--- src/rtl/alu_pkg.sv ---
// Shared ALU datapath definitions: operation mode encoding, default widths,
// and the pipeline-depth helper used by the add/sub unit.
package alu_pkg;

    localparam logic MODE_ADD = 1'b0;
    localparam logic MODE_SUB = 1'b1;

    localparam int DEF_WIDTH = 32;
    localparam int DEF_SLICE = 8;

    // Slice widths below 1 are rejected at elaboration; 1 keeps the divide safe until then.
    function automatic int calc_stages(input int width, input int slice);
        return (slice < 1) ? 1 : width / slice;
    endfunction

endpackage

--- src/rtl/add_slice.sv ---
// Combinational SLICE-bit ripple-carry adder: one pipeline stage's worth of work.
module add_slice #(
    parameter int SLICE = 8
) (
    input  logic [SLICE-1:0] a,
    input  logic [SLICE-1:0] b,
    input  logic             cin,
    output logic [SLICE-1:0] sum,
    output logic             cout
);

    logic [SLICE:0] carry;

    assign carry[0] = cin;

    for (genvar i = 0; i < SLICE; i++) begin : g_bit
        full_adder u_fa (
            .a    (a[i]),
            .b    (b[i]),
            .cin  (carry[i]),
            .sum  (sum[i]),
            .cout (carry[i+1])
        );
    end

    assign cout = carry[SLICE];

endmodule

--- src/rtl/full_adder.sv ---
// Single-bit full adder cell shared by the ripple-carry adders.
module full_adder (
    input  logic a,
    input  logic b,
    input  logic cin,
    output logic sum,
    output logic cout
);

    assign sum  = a ^ b ^ cin;
    assign cout = (a & b) | (cin & (a ^ b));

endmodule

--- src/rtl/pipe_addsub.sv ---
// Pipelined add/subtract unit: WIDTH bits resolved SLICE bits per stage with the
// carry registered between stages; global-stall valid/ready handshake.
module pipe_addsub
    import alu_pkg::*;
#(
    parameter int WIDTH = DEF_WIDTH,
    parameter int SLICE = DEF_SLICE
) (
    input  logic             i_clk,
    input  logic             i_rst,
    input  logic             i_valid,
    output logic             o_ready,
    input  logic [WIDTH-1:0] i_data1,
    input  logic [WIDTH-1:0] i_data2,
    input  logic             i_carry,
    input  logic             i_sub,
    output logic             o_valid,
    input  logic             i_ready,
    output logic [WIDTH-1:0] o_data,
    output logic             o_carry,
    output logic             o_overflow,
    output logic             o_zero
);

    localparam int STAGES = calc_stages(WIDTH, SLICE);
    localparam int LAST   = STAGES - 1;

    if (SLICE < 1 || (WIDTH % SLICE) != 0) begin : g_bad_cfg
        $error("pipe_addsub: WIDTH must be a positive multiple of SLICE");
    end

    function automatic logic [WIDTH-1:0] put_slice(input logic [WIDTH-1:0] base,
                                                   input logic [SLICE-1:0] part,
                                                   input int              idx);
        logic [WIDTH-1:0] r;
        r = base;
        r[idx*SLICE +: SLICE] = part;
        return r;
    endfunction

    logic             stall;
    logic [WIDTH-1:0] b_cond;
    logic             cin_cond;

    // Stage registers, index k holds the result of stage k.
    logic [STAGES-1:0] vld_p;
    logic [WIDTH-1:0]  a_p   [STAGES];
    logic [WIDTH-1:0]  b_p   [STAGES];
    logic [WIDTH-1:0]  sum_p [STAGES];
    logic              cy_p  [STAGES];
    logic              sa_p  [STAGES];
    logic              sb_p  [STAGES];
    logic              ovf_p;
    logic              zero_p;

    // Per-stage combinational inputs and results.
    logic              v_in   [STAGES];
    logic [WIDTH-1:0]  a_in   [STAGES];
    logic [WIDTH-1:0]  b_in   [STAGES];
    logic [WIDTH-1:0]  s_in   [STAGES];
    logic              c_in   [STAGES];
    logic              sa_in  [STAGES];
    logic              sb_in  [STAGES];
    logic [WIDTH-1:0]  sum_nx [STAGES];
    logic              cy_nx  [STAGES];
    logic              ovf_nx;

    assign stall   = vld_p[LAST] & ~i_ready;
    assign o_ready = ~stall;

    assign b_cond   = (i_sub == MODE_SUB) ? ~i_data2 : i_data2;
    assign cin_cond = (i_sub == MODE_SUB) ? 1'b1 : i_carry;

    for (genvar k = 0; k < STAGES; k++) begin : g_stage
        logic [SLICE-1:0] part_sum;
        logic             part_cout;

        if (k == 0) begin : g_head
            assign v_in[k]  = i_valid;
            assign a_in[k]  = i_data1;
            assign b_in[k]  = b_cond;
            assign s_in[k]  = '0;
            assign c_in[k]  = cin_cond;
            assign sa_in[k] = i_data1[WIDTH-1];
            assign sb_in[k] = b_cond[WIDTH-1];
        end else begin : g_link
            assign v_in[k]  = vld_p[k-1];
            assign a_in[k]  = a_p[k-1];
            assign b_in[k]  = b_p[k-1];
            assign s_in[k]  = sum_p[k-1];
            assign c_in[k]  = cy_p[k-1];
            assign sa_in[k] = sa_p[k-1];
            assign sb_in[k] = sb_p[k-1];
        end

        add_slice #(
            .SLICE (SLICE)
        ) u_slice (
            .a    (a_in[k][k*SLICE +: SLICE]),
            .b    (b_in[k][k*SLICE +: SLICE]),
            .cin  (c_in[k]),
            .sum  (part_sum),
            .cout (part_cout)
        );

        assign sum_nx[k] = put_slice(s_in[k], part_sum, k);
        assign cy_nx[k]  = part_cout;
    end

    // Final stage: signed overflow when like-signed operands give an opposite-signed result.
    assign ovf_nx = (sa_in[LAST] == sb_in[LAST]) && (sum_nx[LAST][WIDTH-1] != sa_in[LAST]);

    always_ff @(posedge i_clk or posedge i_rst) begin
        if (i_rst) begin
            vld_p  <= '0;
            ovf_p  <= 1'b0;
            zero_p <= 1'b0;
            for (int k = 0; k < STAGES; k++) begin
                a_p[k]   <= '0;
                b_p[k]   <= '0;
                sum_p[k] <= '0;
                cy_p[k]  <= 1'b0;
                sa_p[k]  <= 1'b0;
                sb_p[k]  <= 1'b0;
            end
        end else if (!stall) begin
            for (int k = 0; k < STAGES; k++) begin
                vld_p[k] <= v_in[k];
                // Data only moves with a valid beat so idle outputs keep their last values.
                if (v_in[k]) begin
                    a_p[k]   <= a_in[k];
                    b_p[k]   <= b_in[k];
                    sum_p[k] <= sum_nx[k];
                    cy_p[k]  <= cy_nx[k];
                    sa_p[k]  <= sa_in[k];
                    sb_p[k]  <= sb_in[k];
                end
            end
            if (v_in[LAST]) begin
                ovf_p  <= ovf_nx;
                zero_p <= ~|sum_nx[LAST];
            end
        end
    end

    assign o_valid    = vld_p[LAST];
    assign o_data     = sum_p[LAST];
    assign o_carry    = cy_p[LAST];
    assign o_overflow = ovf_p;
    assign o_zero     = zero_p;

endmodule

--- config.mk ---
export PLATFORM = sky130hd
export DESIGN_NAME = pipe_addsub
export DESIGN_NICKNAME = d
export VERILOG_FILES = /design/src/rtl/alu_pkg.sv /design/src/rtl/add_slice.sv /design/src/rtl/full_adder.sv /design/src/rtl/pipe_addsub.sv
export SDC_FILE = /design/constraint.sdc
export NUM_CORES = 1
export LEC_CHECK = 0
export BUFFER_PORTS_ARGS = -buffer_cell sky130_fd_sc_hd__buf_2
export CORE_UTILIZATION = 55
export CTS_CLUSTER_DIAMETER = 50
export DETAILED_ROUTE_END_ITERATION = 8
export PLACE_DENSITY_LB_ADDON = 0.3
export SYNTH_ARGS = -nofsm -noshare
export SYNTH_HDL_FRONTEND = slang
export SYNTH_SLANG_ARGS = --single-unit
--- constraint.sdc ---
create_clock -name i_clk -period 14.1 [get_ports i_clk]
set_input_delay 0 -clock i_clk [delete_from_list [all_inputs] [get_ports i_clk]]
set_output_delay 0 -clock i_clk [all_outputs]
set_load 0.02 [all_outputs]
== Word-level counts from Yosys, hierarchy flattened ==
Cells that the tools add are included.

* Output and inout port bits: 37
* Word-level logic and storage cells: 198
* Bits in registers: 288

* Equal/unequal tests: 2
* Bitwise logic cells: 164
* Reduce and logical (&&, ||, !) cells: 7
* Mux-type cells: 2

{| class="wikitable"
|+ Operator list
! kind !! number
|-
| bitwise AND 1 bit || 65
|-
| bitwise XOR 1 bit || 64
|-
| 2-to-1 mux 32 bit || 1
|-
| NOT 32 bit || 1
|-
| bitwise OR 1 bit || 32
|-
| OR reduction 32 bit || 1
|-
| AND reduction 2 bit || 4
|-
| NOT 1 bit || 2
|-
| == test 1 bit || 1
|-
| logical AND 1 bit || 1
|-
| zero test 1 bit || 1
|-
| 2-to-1 mux 1 bit || 1
|-
| inequality test 1 bit || 1
|}

== Longest topological paths before layout ==
* Word-level depth: 19
* Gate-level depth with buffers: 14

== Cells and area by module ==
Synthesis repeated with hierarchy kept, for this count alone.

* Cell total of the unflattened synthesis: 512
* Area, all modules: 7943.9 sq um

{| class="wikitable"
|+ Modules (own cells, without submodules)
! module !! area an instance (sq um) !! times used !! cells an instance
|-
| pipe_addsub || 7303.3 || 1 || 480
|-
| full_adder || 20.0 || 32 || 1
|}

== Worst setup path after synthesis ==
No wires, ideal clock.

* Path type: reg2reg
* Start: register a_p, in the netlist a_in[24]
* End: register zero_p (netlist: o_zero)
* Path slack: 9.567 ns
* Period minus slack after synthesis: 4.533 ns
* Required time: 13.997 ns
* Library setup time: 0.103 ns
* Arrival time: 4.430 ns
* Stages on the path, launching flop included: 15
* Cell sequence: dfrtp_1 -> inv_1 -> fa_1 -> fa_1 -> fa_1 -> fa_1 -> fa_1 -> inv_1 -> fa_1 -> fa_1 -> inv_1 -> fa_1 -> nand4_1 -> or4_1 -> o41ai_2

* Longest elaborated chain between the ends: 18
* Elaborated cells between the ends (all ways): 26
* Classes of those cells: bitwise (24); reduce/logical (2)

{| class="wikitable"
|+ RTL lines
! element !! line !! source
|-
| start, declared || pipe_addsub.sv:47 || <nowiki>logic [WIDTH-1:0] a_p [STAGES];</nowiki>
|-
| start signal, assigned by index || pipe_addsub.sv:131 || <nowiki>a_p[k] <= a_in[k];</nowiki>
|-
| bitwise XOR 1 bit || full_adder.sv:10, full_adder.sv:11 ||
|-
| bitwise AND 1 bit || full_adder.sv:11 || <nowiki>assign cout = (a & b) | (cin & (a ^ b));</nowiki>
|-
| bitwise OR 1 bit || full_adder.sv:11 ||
|-
| bitwise AND 1 bit || full_adder.sv:11 ||
|-
| bitwise OR 1 bit || full_adder.sv:11 ||
|-
| bitwise AND 1 bit || full_adder.sv:11 ||
|-
| bitwise OR 1 bit || full_adder.sv:11 ||
|-
| bitwise AND 1 bit || full_adder.sv:11 ||
|-
| [2 not listed] || -- ||
|-
| bitwise OR 1 bit || full_adder.sv:11 ||
|-
| bitwise AND 1 bit || full_adder.sv:11 ||
|-
| bitwise OR 1 bit || full_adder.sv:11 ||
|-
| bitwise AND 1 bit || full_adder.sv:11 ||
|-
| bitwise OR 1 bit || full_adder.sv:11 ||
|-
| bitwise XOR 1 bit || full_adder.sv:10 || <nowiki>assign sum = a ^ b ^ cin;</nowiki>
|-
| OR reduction 32 bit (*) || pipe_addsub.sv:141 || <nowiki>zero_p <= ~|sum_nx[LAST];</nowiki>
|-
| zero test 1 bit (*) || pipe_addsub.sv:141 ||
|-
| end signal, assigned || pipe_addsub.sv:141 ||
|-
| end, declared || pipe_addsub.sv:54 || <nowiki>logic zero_p;</nowiki>
|}

Mark *: on every way between the ends. The rest lies on a longest branch, timed or not.
A chain may end at the register's enable or synchronous reset.

== Final worst setup path ==
Same ends and word-level chain as after synthesis.

==> flow_summary.json <==
{
  "status": "finished clean",
  "crit_fanout": 3,
  "finalNetCount": 831,
  "synth_fa_ha_area_share_pct": 7.90,
  "cts.sinks": 186,
  "wire_per_inst_um": 17.4,
  "post-route-drc-count": 0,
  "cts_setup_buffers": 0,
  "pwr_density_cell_mw_per_mm2": 216,
  "grt_pass1_vias": 5244,
  "synth_cell_types": 28,
  "worstPathRequired_ns": 14.42,
  "io-pin-count": 107,
  "yosysWarningCount": 0,
  "setup_ws_ns": 9.37,
  "first_iter_violations": 238,
  "cts_tree": "built",
  "via_per_inst": 5.35,
  "clkPwrFrac_pct": 20.1,
  "combPwrFrac_pct": 36.6,
  "setup_viol": 0,
  "gp_congestion": 0.815,
  "grt_usage_pct": 22.4,
  "syn_inst": 579,
  "clockBufferDepth": 2,
  "synth_seq_cells": 186,
  "synth-compound-area-share_pct": 5.98,
  "num_rows": 44,
  "final-hold-violation-count": 0,
  "setup-tns-final_ns": 0,
  "synth_area_mm2": 0.00827,
  "worstPathArrival_ns": 5.06,
  "synthMuxAreaShare_pct": 19.2,
  "netSwitchingFraction_pct": 34.1,
  "seq_power_share_pct": 43.3,
  "numCtsBuffers": 17,
  "drive_gt1_share_pct": 31.8,
  "max-vdd-ir-drop_mv": 0.123,
  "cap_violations": 0,
  "wirelength_um": 16000,
  "cts_max_level": 4,
  "grt_overflow": 0,
  "max_slew_margin_pct": 25.0,
  "diodes": 0,
  "worst_slew_pin_slew_ns": 1.12,
  "grt_max_degree": 77,
  "die_area_mm2": 0.0155,
  "antenna_left": 0,
  "antenna_found_initial": 0,
  "crit_path_end_kind": "flop",
  "coreArea_mm2": 0.0146,
  "syn_to_final_growth_pct": 19.1,
  "clkTransAtPathRegs_ns": 0.06,
  "p_total_w": 0.00213,
  "avgSynthCellArea_um2": 14.3,
  "synthSimpleGateAreaFrac_pct": 1.95,
  "criticalPathCategory": "flop to flop",
  "rsz0062_at_grt": "no",
  "grt_first_pass_wirelength_um": 26700,
  "syn_nets": 682,
  "synth_top_family_by_area": "multiplexers",
  "maxSlewViolCount": 0,
  "dpl_worst_slack_ns": 9.35,
  "start_util_pct": 56.7,
  "fin_crit_ns": 4.73,
  "dpl.hpwl_um": 10300,
  "leakagePower_nw": 4.53,
  "p_int_w": 0.00140,
  "fin_util_pct": 67.5,
  "clock_latency_ns": 0.43,
  "die_y_um": 125,
  "vias": 4934,
  "startpoint_type": "flop",
  "post-route-period-util_pct": 33.6,
  "portBuffers": 106,
  "p_switching_w": 0.000725,
  "root_buffer": "clkbuf_16",
  "synthXorXnorAreaFrac_pct": 3.50,
  "ys_seq_area_share_pct": 56.3,
  "clock.fmax_mhz": 211,
  "hp-class": "input port to flop",
  "skew_ns": 0.00641,
  "fp.dieW_um": 125,
  "dr.pass1.iters": 4
}
-- power groups by stage --
stage / Sequential [W] / Clock (W) / Combinational [W]
floorplan: 0.000940 / 0 / 0.000557
global placement: 0.000917 / 0 / 0.000742
detailed placement: 0.000930 / 0 / 0.000770
CTS: 0.000922 / 0.000435 / 0.000793
global route: 0.000951 / 0.000456 / 0.000866
finish: 0.000921 / 0.000428 / 0.000780
-- cell families (layout without fill, tap and decap cells) --
logic type                 after synthesis  count (layout)
and+or+nand+nor                         24              24
xor gates and xnor gates                33              33
muxes                                  133             133
adders and majority gates               33              33
buffers and inverters                   74             233
AOI/OAI and AO/OA                       96              96
DFF                                    186             186
-- synthesized netlist by cell type --
cell type | count | share of area [%]
nor4_1 | 6 | 0.45
xnor2_1 | 29 | 3.1
nor2b_1 | 1 | 0.076
inv_2 | 1 | 0.045
fa_1 | 32 | 7.7
inv_1 | 41 | 1.9
nand2_1 | 4 | 0.18
nor2_8 | 1 | 0.24
mux2_1 | 40 | 5.4
nand3_1 | 5 | 0.30
buf_2 | 5 | 0.30
buf_6 | 14 | 1.9
ha_1 | 1 | 0.15
dfrtp_1 | 186 | 56
mux2_4 | 25 | 4.5
buf_12 | 1 | 0.24
or4_1 | 1 | 0.091
xor2_1 | 4 | 0.42
clkbuf_1 | 10 | 0.45
o41ai_2 | 1 | 0.20
mux2_2 | 68 | 9.3
nor2_1 | 1 | 0.045
o31ai_1 | 1 | 0.091
o21ai_0 | 94 | 5.7
buf_8 | 1 | 0.18
nand2_4 | 3 | 0.41
nand4_1 | 2 | 0.15
inv_8 | 1 | 0.14
-- worst paths after layout --
| path | end | startpoint | cells after the start | slack [ns] |
|---|---|---|---|---|
| worst max-delay path | o_zero | a_in[24] | 14 | 9.37 |
| worst min-delay path | s_in[71] | i_data1[7] | 3 | 0.02 |
| worst max register to register | o_zero | a_in[24] | 14 | 9.37 |
| worst min register to register | b_in[59] | b_in[91] | 1 | 0.48 |
| max in group asynchronous | s_in[43] | i_rst | 5 | 11.95 |
| min in group asynchronous | a_in[93] | i_rst | 3 | 0.17 |
-- cells in the final DEF, fill, tap and decap left out --
master,n
clkbuf_8,4
fa_1,32
nor2_8,1
nor2b_4,1
clkbuf_1,5
o21ai_0,94
inv_8,1
nand3_1,5
ha_1,1
clkinv_2,3
or4_1,1
nand2_1,4
nand4_1,2
nor2_1,1
dfrtp_1,186
buf_4,3
nand2_4,3
clkbuf_16,17
mux2_2,68
inv_1,40
inv_6,1
mux2_1,40
xor2_1,4
o41ai_2,1
o31ai_1,1
buf_2,106
xnor2_1,29
inv_2,1
mux2_4,25
dlygate4sd3_1,52
nor4_1,6
-- state kept, by name, summed over array words and instances (netlist names) --
name	count
s_in	48
o_data	32
o_zero	1
a_in	48
b_in	48
c_in	3
o_overflow	1
vld_p	4
o_carry	1
-- metal layers --
metal	global-route usage, %	vias to the layer above	wire length [µm]
met5	0	-	0
met4	9.71	0	381
met3	3.91	29	384
met2	36.8	96	8090
met1	29.3	2550	7190
li1	-	2259	-
-- critical path, stage by stage, from the launching register on --
cell and delay (ns):
dfrtp_1 0.34, inv_1 0.06, fa_1 0.44, fa_1 0.46, fa_1 0.47, fa_1 0.48
fa_1 0.42, inv_1 0.09, fa_1 0.22, fa_1 0.18, inv_1 0.06, fa_1 0.59
nand4_1 0.10, or4_1 0.42, o41ai_2 0.32
-- cell type report --
type	instances	area [µm²]
clock buffer	26	499
fill	1065	4750
clock inverter	3	15.0
inverter	43	174
sequential	186	4650
tap	184	230
timing repair buffer	161	1070
multi-input combinational	319	3200
-- stage by stage --
stage / std cells / hold WS (ns) / cell area, µm²
2_1_floorplan: 579 / 0.138 / 8270
3_3_place_gp: 841 / 0.0818 / 8810
3_5_place_dp: 841 / 0.0866 / 8810
4_1_cts: 922 / 0.00950 / 9840
5_1_grt: 922 / 0.0440 / 9840
6_report: 922 / 0.0185 / 9840
-- repair_timing --
action,4_1_cts,5_1_grt
hold buffers,52,0
endpoints found under the hold margin,107,0
gates resized for setup,0,0
endpoints found under the setup margin,0,0
No activity file was read; power rests on OpenSTA's default activity.
